==> src/rtl/cache_fill_ctrl.sv <==
// Cache line-fill controller: on a miss, issues one read per word of the block, then writes returning words and the tag.
// Latency: first read issued the cycle after the miss is accepted; fill_done pulses one cycle after the final returned word.
// Backpressure: fsm_busy stalls the requester for the whole fill. Memory returns are never stalled (no ready), only counted.
//
// Ports:
//   clk, rst                  clock, asynchronous active-high reset
//   miss_detected/address     miss request from tag-match logic, sampled only while idle
//   mem_data_valid/in         returning memory words, in request order
//   fsm_busy                  high whenever a fill is in progress (including the done cycle)
//   mem_read_en/addr          one read request per cycle; address forced to 0 when not requesting
//   data_wen/word/out         cache data-array write port
//   tag_wen                   tag/valid write, coincides with the final word write
//   fill_done                 single-cycle completion pulse
module cache_fill_ctrl #(
    parameter int ADDR_W = 16,
    parameter int DATA_W = 16,
    parameter int WORDS  = 8,
    localparam int BYTES  = DATA_W / 8,
    localparam int WIDX_W = $clog2(WORDS),
    localparam int OFF_W  = $clog2(WORDS * BYTES)
) (
    input  logic              clk,
    input  logic              rst,
    input  logic              miss_detected,
    input  logic [ADDR_W-1:0] miss_address,
    input  logic              mem_data_valid,
    input  logic [DATA_W-1:0] mem_data_in,
    output logic              fsm_busy,
    output logic              mem_read_en,
    output logic [ADDR_W-1:0] mem_addr,
    output logic              data_wen,
    output logic [WIDX_W-1:0] data_word,
    output logic [DATA_W-1:0] data_out,
    output logic              tag_wen,
    output logic              fill_done
);

    // Word index sits above the byte-in-word bits of the block offset.
    localparam int LSB_W = OFF_W - WIDX_W;
    localparam int CNT_W = WIDX_W + 1;
    localparam logic [CNT_W-1:0] C_WORDS = CNT_W'(WORDS);
    localparam logic [CNT_W-1:0] C_LAST  = CNT_W'(WORDS - 1);

    typedef enum logic [1:0] {
        S_IDLE = 2'd0,
        S_FILL = 2'd1,
        S_DONE = 2'd2
    } state_t;

    state_t                  r_state;
    logic [ADDR_W-OFF_W-1:0] r_base;
    logic [CNT_W-1:0]        r_issue_cnt;
    logic [CNT_W-1:0]        r_recv_cnt;

    logic                    w_in_fill;
    logic                    w_issue;
    logic                    w_recv;
    logic                    w_last_recv;
    logic [ADDR_W-1:0]       w_req_addr;

    // Block offset bits of the miss address are discarded; the fill always starts at word 0.
    logic                    w_unused_offset;
    assign w_unused_offset = ^miss_address[OFF_W-1:0];

    assign w_in_fill   = (r_state == S_FILL);
    // Issue stops once every word has been requested; the extra counter bit keeps it from wrapping.
    assign w_issue     = w_in_fill && (r_issue_cnt < C_WORDS);
    assign w_recv      = w_in_fill && mem_data_valid;
    assign w_last_recv = w_recv && (r_recv_cnt == C_LAST);
    assign w_req_addr  = {r_base, {OFF_W{1'b0}}}
                       | (ADDR_W'(r_issue_cnt[WIDX_W-1:0]) << LSB_W);

    always_ff @(posedge clk or posedge rst) begin
        if (rst) begin
            r_state     <= S_IDLE;
            r_base      <= '0;
            r_issue_cnt <= '0;
            r_recv_cnt  <= '0;
        end else begin
            case (r_state)
                S_IDLE: begin
                    if (miss_detected) begin
                        r_base      <= miss_address[ADDR_W-1:OFF_W];
                        r_issue_cnt <= '0;
                        r_recv_cnt  <= '0;
                        r_state     <= S_FILL;
                    end
                end
                S_FILL: begin
                    // Request and return sides advance independently; both may step in one cycle.
                    if (w_issue) begin
                        r_issue_cnt <= r_issue_cnt + 1'b1;
                    end
                    if (w_recv) begin
                        r_recv_cnt <= r_recv_cnt + 1'b1;
                    end
                    if (w_last_recv) begin
                        r_state <= S_DONE;
                    end
                end
                S_DONE: begin
                    r_state <= S_IDLE;
                end
                default: begin
                    r_state <= S_IDLE;
                end
            endcase
        end
    end

    // Outputs decode directly from registered state so that an asynchronous reset clears them at once.
    assign fsm_busy    = (r_state != S_IDLE);
    assign mem_read_en = w_issue;
    assign mem_addr    = w_issue ? w_req_addr : '0;
    assign data_wen    = w_recv;
    assign data_word   = w_in_fill ? r_recv_cnt[WIDX_W-1:0] : '0;
    // Pass-through of the memory word, zeroed whenever no write is taking place.
    assign data_out    = w_recv ? mem_data_in : '0;
    assign tag_wen     = w_last_recv;
    assign fill_done   = (r_state == S_DONE);

endmodule

==> config.mk <==
export PLATFORM = sky130hd
export DESIGN_NAME = cache_fill_ctrl
export DESIGN_NICKNAME = d
export VERILOG_FILES = /design/src/rtl/cache_fill_ctrl.sv
export SDC_FILE = /design/constraint.sdc
export NUM_CORES = 1
export LEC_CHECK = 0
export ABC_AREA = 1
export BUFFER_PORTS_ARGS = -buffer_cell sky130_fd_sc_hd__buf_2
export CORE_UTILIZATION = 40
export DETAILED_ROUTE_END_ITERATION = 10
export PLACE_DENSITY_LB_ADDON = 0.25
export SLEW_MARGIN = 20
export SYNTH_ARGS = -nofsm -noshare
export SYNTH_HDL_FRONTEND = slang
export SYNTH_SLANG_ARGS = --single-unit
==> constraint.sdc <==
create_clock -name clk -period 0.97 [get_ports clk]
set_input_delay 0 -clock clk [delete_from_list [all_inputs] [get_ports clk]]
set_output_delay 0 -clock clk [all_outputs]
set_load 0.02 [all_outputs]
==> impl_results.md <==
- Gr usage total: 35.65%
- Startpoint types: register
- Worst path max stage delay: 440 ps
- Placed Area: 2029 µm²
- Layout cell share with drive strength beyond 1: 70.59%
- # fillers: 102
- Post-route cell area: 2958 µm²
- Run status: finished with violations
- Clock Sinks: 22
- Synth-to-layout area growth: 114.3%
- Cell Chain, Critical Path: inv_2 -> buf_6 -> buf_6 -> buf_6 -> nor2_1 -> buf_4
- Final weighted congestion in routability-driven placement: 0.7880
- Maxcap violations: 0
- Worst EP arrival: 1570 ps
- Fin crit period: 1574 ps
- Synth area leaders: dfrtp_1 (40%), inv_1 (10%), nor2_4 (9.8%)
- Reg area: 551.8 µm²
- Crit-path max FO: 3
- # setup viols final: 61
- PnR worst setup slack: -604.5 ps
- Routed WL: 6.887 mm
- Global-route wire length before repair: 9.177 mm
- Post-synthesis adder-cell area fraction: 1.813%
- Die X: 60.74 µm
- Max-slew violation count: 0
- FF+latch count, synth: 22
- Multi-input logic area: 954.7 µm²
- Initial antenna violation count: 0
- Most common cell after layout, fill and taps aside: buf_6
- Post-synthesis xor/xnor area fraction: 0.6346%
- Via-per-instance ratio: 5.165
- I/O Pins: 76
- Drt first pass iters: 4
- First-iteration detailed-routing DRC count: 157
- Synthesized area per cell: 8.215 µm²
- CTS Root Cell: clkbuf_4
- Fin Clk Skew: 2.506 ps
- Most frequent cells in the layout: buf_6 (48), nor2_4 (39), inv_1 (36), buf_2 (31), dfrtp_1 (21)
- Detail Route Antenna Nets: 0
- Cell count after synthesis: 168
- Total grt overflow: 0
- Placed wire-length estimate: 2.375 mm
- Setup CP Type: reg -> out
- Vias: 1,720
- Critical Path End Type: primary output
- Worst hold path type: in -> reg
- Maximum buffer depth of the clock tree: 2
- TritonCTS clock tree: built
- Largest family of logic cells by synthesized area: simple AND/OR/NAND/NOR gates
- CP max stage cell: dfrtp_1
- Simple-gate portion of the synthesized area: 30.73%
- Leakage power of the design: 1.475 nW
- Mux contribution to synthesized area: 0%
- Largest area contributor in the netlist: dfrtp_1
- Max Freq: 0.6351 GHz
- CP most frequent cell: buf_6
- Clk_lat worst skew: 330 ps
- DP Cell Count: 295
- # DRC: 0
- Violated checks: negative setup slack
- Worst vdd ir: 1.932 mV
- Final period util: 162.3%
- CTS Buf Count: 3
- # rows: 20
- Post-synth top area share: 39.89%
- Core box area: 3153 µm²
- Clock-pin slew on the worst setup and hold paths: 130 ps
- PwrDens: 3088 nW/µm²
- Critical path's top delay family: buffers and inverters
- Post-synthesis cell type count: 22
- Die area: 3689 µm²
- Sequential element share of the synthesized area: 39.89%
- Critical path required time: 970 ps
- Post-synthesis compound-gate area fraction: 10.34%
- RSZ-0062 raised after global routing: yes
- Synthesized area: 1380 µm²
- NumNets Final: 328
- H-tree levels: 1
- Final Non-Filler Cells: 333
- Largest net degree at the start of global routing: 23
- Chip height: 60.74 µm
- Final Hold Fails: 0
- Syn nets: 206
- Port bufs: 70
- Vias in the first global route: 1,846
- DR WL/cell: 20.68 µm
- Initial core utilization: 43.77%
- WP buf/inv: 5
- Syn. warnings: 0
- Ant diodes: 0
metrics by stage:
stage,setup TNS (ps),total power [mW],util [%],hold slack (ps),setup WS [ps]
2_1_floorplan,-4300,4.512,-,-10.77,-142.1
3_3_place_gp,-6159,5.753,64.37,44.44,-163.1
3_5_place_dp,-7746,5.822,64.37,52.19,-196.2
4_1_cts,-24380,8.179,90.71,120.0,-518.2
5_1_grt,-32110,9.529,93.81,194.1,-775.1
6_report,-29390,9.132,93.81,177.9,-604.5
synthesized netlist by cell type (all sizes together):
| library cell | number |
|---|---|
| nand3 | 9 |
| o21ai | 15 |
| o22ai | 1 |
| conb | 1 |
| a21oi | 2 |
| nand2 | 25 |
| nor2 | 44 |
| ha | 2 |
| buf | 6 |
| inv | 40 |
| xor2 | 1 |
| dfrtp | 22 |
path summary, 6_finish.rpt:
kind	cells past startpoint	end	from	slack (ps)
worst min register to register	2	r_base[6]	r_base[6]	580
max in group asynchronous	4	r_state[0]	rst	390
worst max-delay path	6	fill_done	r_state[1]	-600
worst max register to register	8	r_issue_cnt[3]	r_state[1]	-510
min in group asynchronous	4	r_recv_cnt[0]	rst	340
worst min-delay path	4	r_recv_cnt[1]	miss_detected	180
timing repair:
action / in CTS / in global routing
endpoints found under the hold margin: 34 / 0
cloned: 2 / 1
setup buffers: 14 / 8
setup endpoints to repair: 60 / 61
hold buffers: 13 / 0
pin swaps: 11 / 14
resized for setup: 148 / 23
layer usage:
metal  vias to the layer above  share of wire (%)  GRT usage [%]  wire, µm
li1                        741                  -              -         -
met3                        44                7.2          12.37       496
met2                       118                 53          61.85      3639
met4                         0                6.0          26.95       413
met1                       817                 34          34.86      2336
met5                         -                  0              0         0
layout make-up:
| cell class | count | share of cell area [%] |
|---|---|---|
| clock buffer | 4 | 1.227 |
| inverter | 40 | 5.457 |
| multi-input combinational | 100 | 32.28 |
| sequential | 22 | 18.65 |
| tap | 44 | 1.861 |
| timing repair buffer | 123 | 40.52 |
flip-flops by register name, summed over array words and instances (netlist names):
register	flops
r_base	12
r_issue_cnt	4
r_recv_cnt	4
r_state	2
worst register-to-register path: stages (launching register included):
cell and delay [ps]:
dfrtp_1 450, inv_2 130, buf_6 110, buf_6 80, buf_6 110, nand3_4 150
inv_6 140, buf_12 150, o22ai_4 70
power breakdown:
| group | internal (mW) | switching, mW |
|---|---|---|
| clock network | 0.230 | 0.309 |
| logic | 3.25 | 3.72 |
| registers | 1.34 | 0.283 |
kinds of logic (layout without fill, tap and decap cells):
family / Yosys count / in the layout
flip-flops: 22 / 22
AND/OR/NAND/NOR: 78 / 78
adder cells (fa/ha/maj): 2 / 2
other: 1 / 1
buffers and inverters: 46 / 167
XOR/XNOR: 1 / 1
AO/OA/AOI/OAI: 18 / 18
Power figures use the tool's default switching activity.
